===== src/rtl/mem_arb_pkg.sv =====
// Shared encodings for the memory line-port arbiter: FSM states, requester ids, line offset.
// Pure declarations, no logic.
package mem_arb_pkg;

    typedef enum logic [1:0] {
        ST_IDLE   = 2'd0,
        ST_ACCESS = 2'd1,
        ST_DONE   = 2'd2
    } state_t;

    localparam logic ID_IC = 1'b0;
    localparam logic ID_DC = 1'b1;

    localparam int LINE_OFFSET_BITS = 3;

endpackage


===== src/rtl/mem_refill_arbiter_rr2.sv =====
// Two-way round-robin pick: a lone requester wins, a tie goes to the one not granted last.
// Purely combinational, zero latency; no backpressure of its own.
module arb_rr2 (
    input  logic req0,
    input  logic req1,
    input  logic last_grant,
    output logic vld,
    output logic id
);

    assign vld = req0 | req1;
    assign id  = (req0 & req1) ? ~last_grant : req1;

endmodule


===== src/rtl/mem_refill_arbiter.sv =====
// Shares one main-memory line port between I-cache refills and D-cache line traffic.
// Latency: grant edge + MEM_LATENCY access cycles + one DONE cycle carrying the ack pulse.
// Backpressure: a requester holds req until its ack; the loser simply waits in IDLE.
module mem_refill_arbiter
    import mem_arb_pkg::*;
#(
    parameter int ADDR_W      = 16,
    parameter int LINE_W      = 64,
    parameter int MEM_LATENCY = 5
) (
    input  logic              clk,
    input  logic              rst,
    input  logic              ic_req,
    input  logic [ADDR_W-1:0] ic_addr,
    output logic              ic_ack,
    output logic [LINE_W-1:0] ic_line,
    input  logic              dc_req,
    input  logic              dc_we,
    input  logic [ADDR_W-1:0] dc_addr,
    input  logic [LINE_W-1:0] dc_wline,
    output logic              dc_ack,
    output logic [LINE_W-1:0] dc_line,
    output logic              mem_en,
    output logic              mem_we,
    output logic [ADDR_W-1:0] mem_addr,
    output logic [LINE_W-1:0] mem_wline,
    input  logic [LINE_W-1:0] mem_rline,
    output logic              busy,
    output logic              grant_id
);

    localparam int CNT_W = $clog2(MEM_LATENCY + 1);
    localparam logic [ADDR_W-1:0] ALIGN_MASK = ~ADDR_W'((1 << LINE_OFFSET_BITS) - 1);

    state_t           state;
    logic [CNT_W-1:0] cnt;
    logic             last_grant;
    logic             pick_vld;
    logic             pick_id;
    logic             last_beat;
    logic [ADDR_W-1:0] pick_addr;

    arb_rr2 u_rr (
        .req0       (ic_req),
        .req1       (dc_req),
        .last_grant (last_grant),
        .vld        (pick_vld),
        .id         (pick_id)
    );

    assign last_beat = (cnt == CNT_W'(MEM_LATENCY - 1));
    assign pick_addr = ((pick_id == ID_DC) ? dc_addr : ic_addr) & ALIGN_MASK;

    // The mem_* registers double as the grant latches; they are zeroed outside ACCESS.
    always_ff @(posedge clk) begin
        if (rst) begin
            state      <= ST_IDLE;
            cnt        <= '0;
            last_grant <= ID_DC;
            ic_ack     <= 1'b0;
            dc_ack     <= 1'b0;
            ic_line    <= '0;
            dc_line    <= '0;
            mem_en     <= 1'b0;
            mem_we     <= 1'b0;
            mem_addr   <= '0;
            mem_wline  <= '0;
            busy       <= 1'b0;
            grant_id   <= 1'b0;
        end else begin
            ic_ack <= 1'b0;
            dc_ack <= 1'b0;
            case (state)
                ST_IDLE: begin
                    if (pick_vld) begin
                        grant_id  <= pick_id;
                        busy      <= 1'b1;
                        mem_en    <= 1'b1;
                        mem_addr  <= pick_addr;
                        mem_we    <= (pick_id == ID_DC) ? dc_we : 1'b0;
                        mem_wline <= (pick_id == ID_DC) ? dc_wline : '0;
                        cnt       <= '0;
                        state     <= ST_ACCESS;
                    end
                end
                ST_ACCESS: begin
                    cnt <= cnt + CNT_W'(1);
                    if (last_beat) begin
                        if (!mem_we) begin
                            if (grant_id == ID_DC) dc_line <= mem_rline;
                            else                   ic_line <= mem_rline;
                        end
                        ic_ack    <= (grant_id == ID_IC);
                        dc_ack    <= (grant_id == ID_DC);
                        mem_en    <= 1'b0;
                        mem_we    <= 1'b0;
                        mem_addr  <= '0;
                        mem_wline <= '0;
                        state     <= ST_DONE;
                    end
                end
                ST_DONE: begin
                    busy       <= 1'b0;
                    last_grant <= grant_id;
                    state      <= ST_IDLE;
                end
                default: begin
                    state <= ST_IDLE;
                end
            endcase
        end
    end

endmodule


===== config.mk =====
export PLATFORM = sky130hd
export DESIGN_NAME = mem_refill_arbiter
export DESIGN_NICKNAME = d
export VERILOG_FILES = /design/src/rtl/mem_arb_pkg.sv /design/src/rtl/mem_refill_arbiter_rr2.sv /design/src/rtl/mem_refill_arbiter.sv
export SDC_FILE = /design/constraint.sdc
export NUM_CORES = 1
export LEC_CHECK = 0
export CORE_AREA = 2 2 147 149
export DETAILED_ROUTE_END_ITERATION = 7
export DIE_AREA = 0 0 149 151
export PLACE_DENSITY = 0.73
export SLEW_MARGIN = 30
export SYNTH_ARGS = -nofsm -noshare
export SYNTH_HDL_FRONTEND = slang
export SYNTH_SLANG_ARGS = --single-unit
export TNS_END_PERCENT = 50

===== constraint.sdc =====
create_clock -name clk -period 5.3 [get_ports clk]
set_clock_uncertainty 0.05 [all_clocks]
set_input_delay 0.53 -clock clk [delete_from_list [all_inputs] [get_ports clk]]
set_output_delay 0.53 -clock clk [all_outputs]
set_load 0.02 [all_outputs]

==> flow_summary.yaml <==
clocking:
  cts_hold_buf: 0
  worstSkewPairLatency_ns: 0.50
  cts.sinks: 217
  clk_pin_slew_ns: 0.06
  post_cts_buffers: 0
  htreeDepth: 1
  cts_tree: "yes"
  clock_path_buffers: 3
  cts_root_buf: "clkbuf_16"
  cts.repair.resized: 0
  cts_buffers: 24
timing:
  rsz0062_at_grt: "no"
  max_freq_mhz: 370
  setup_violations: 0
  whs_ns: 0.405
  tns_ns: 0
  hold_viol: 0
  fin_crit_sh_pct: 51.0
  maxSlewViolCount: 0
  tightest_slew_ns: 0.900
  slew_headroom_pct: 40.0
  fin_crit_ns: 2.70
worst_setup_path:
  cp_slowest_cell: "clkdlybuf4s50_1"
  crit_path_start: "grant_id"
  path_cells: "buf_4, clkdlybuf4s50_1"
  critPathRequiredTime_ns: 4.72
  cpPeakStageDelay_ns: 0.65
  worstReg2RegStart: "cnt[0]"
  critPathCaptureType: "output port"
  crit_fanout: 16
  r2r_cells: 6
  cp.arrival_ns: 2.12
  start_kind: "register"
  criticalPathCategory: "reg2out"
cells_and_area:
  diodes: 0
  final_cell_mix: "369 x clkdlybuf4s50_1, 217 x dfxtp_1, 159 x nand2_1"
  stdcell_count: 1394
  layout_commonest_cell: "clkdlybuf4s50_1"
  layout-drive-gt1-share_pct: 5.63
  synthToLayoutAreaGrowth_pct: 57.1
  final_nets: 1269
routing:
  drc: 0
  wirelength_mm: 24.7
  final_antenna_net_count: 0
  drt_iter0_drc: 177
  vias_per_cell: 4.92
  vias: 6853
  drt-pass1-iter-count: 4
  wire_per_inst_um: 17.7
floorplan:
  initial_core_util_pct: 38.5
  die_area_sq_um: 22500
  die_x_um: 149
  core_sq_um: 20800
  die_h_um: 151
  io_pins: 379
  core.rowCount: 53
grt:
  grt-ovfl-total: 0
  grt_max_degree: 78
  grt_pass1_wl_mm: 36.9
  antenna_found_initial: 0
  track_usage_pct: 20.7
  grt_pass1_vias: 6559
pwr:
  power_w: 0.00375
  seq_power_share_pct: 44.9
  internal_power_w: 0.00292
  clock_power_share_pct: 45.8
  max-vdd-ir-drop_mv: 0.193
  comb_power_share_pct: 9.3
  leakagePower_nw: 4.98
  p_sw_w: 0.000837
  sw_frac_of_total_pct: 22.3
  power.density_nw_per_um2: 298
synth:
  synthArstFlopShare_pct: 0
  synth_edf_count: 0
  ys_ff_latch: 217
  syn_avg_cell_area_sq_um: 10.5
  synth.top_cell.area_share_pct: 54.3
  syn_area_sq_um: 8010
  synth_ff_type: "dfxtp_1"
  post-synth-top-area-cell: "dfxtp_1"
  netlist_instances: 764
  synth_area_leaders: "dfxtp_1 54%, mux2i_1 14%, nand2_1 7.5%"
  synthDistinctLibCells: 35
  ys.warnings.count: 0
  synth_seq_area_share_pct: 54.3
place:
  placed_cells: 1351
  gp_congestion: 0.738
  dpl.hpwl_mm: 17.4
  port_buffers: 369
job:
  max_cap_viol_count: 0
min_path:
  holdCritPathClass: "reg2reg"
  hp-start: "dc_line[47]"
  min_path_cells: 2
status:
  status: "finished clean"
stage by stage:
stage,instance area [sq um],utilization (%),setup slack [ns]
after floorplan,8010,-,3.54
after global placement,11700,56.3,2.18
after detailed placement,11700,56.4,2.14
after CTS,12600,60.4,2.57
after global routing,12600,60.4,2.50
final,12600,60.4,2.60
per-layer routing:
metal,track usage (%),vias up,part of all wire [%]
li1,-,3353,-
met1,24.7,3197,40
met2,35.3,266,48
met3,7.08,37,9.5
met4,5.86,0,2.3
met5,0,-,0
path summary, 6_finish.rpt:
check                end  slack [ns]
min reg2reg  dc_line[47]        0.40
min          dc_line[47]        0.40
max             grant_id        2.60
max reg2reg  ic_line[57]        2.77
power by group through the flow:
stage	combinational (W)	sequential, W	clock [W]
after floorplan	0.000117	0.00175	0
after global placement	0.000347	0.00172	0
after detailed placement	0.000350	0.00172	0
after CTS	0.000351	0.00168	0.00177
after global routing	0.000372	0.00169	0.00183
final	0.000349	0.00169	0.00172
worst max-delay path: cells and delay by family, from the launching register on:
kind	cells	cell delay [ns]
DFF	1	0.64
buffers and inverters	2	0.98
synth_stat cells, types with 5 or more instances:
library cell and n:
clkbuf_1 37, buf_6 13, buf_2 8, o21ai_0 15, buf_4 11, dfxtp_1 217, mux2i_1 109, a22o_1 63
a31o_1 16, nand2_1 159, o2bb2ai_1 13, nor4_1 20, nand2b_1 23, o211ai_1 5, a21oi_1 9, a22oi_1 13
cell families (layout without fill, tap and decap cells):
family	count (synthesis)	after routing	synth area share, %
simple gates	221	221	12.4
flops	217	217	54.3
compound gates	140	140	14.0
mux	109	109	13.6
buf+inv	74	427	5.34
fa+ha+maj	2	2	0.312
other cells	1	3	0.0468
layout make-up:
cell class	count	area [sq um]
clock buffer	35	743
clock inverter	8	92.6
fill	1794	8240
inverter	4	17.5
multi-input combinational	475	3250
sequential	217	4340
tap	275	344
timing repair buffer	380	3790
registers in the layout (all words and copies together), names as in the netlist, 2 cells and up:
register and count:
mem_addr 13, ic_line 64, state 2, mem_wline 64
cnt 3, dc_line 64
No activity file was read; power rests on OpenSTA's default activity.
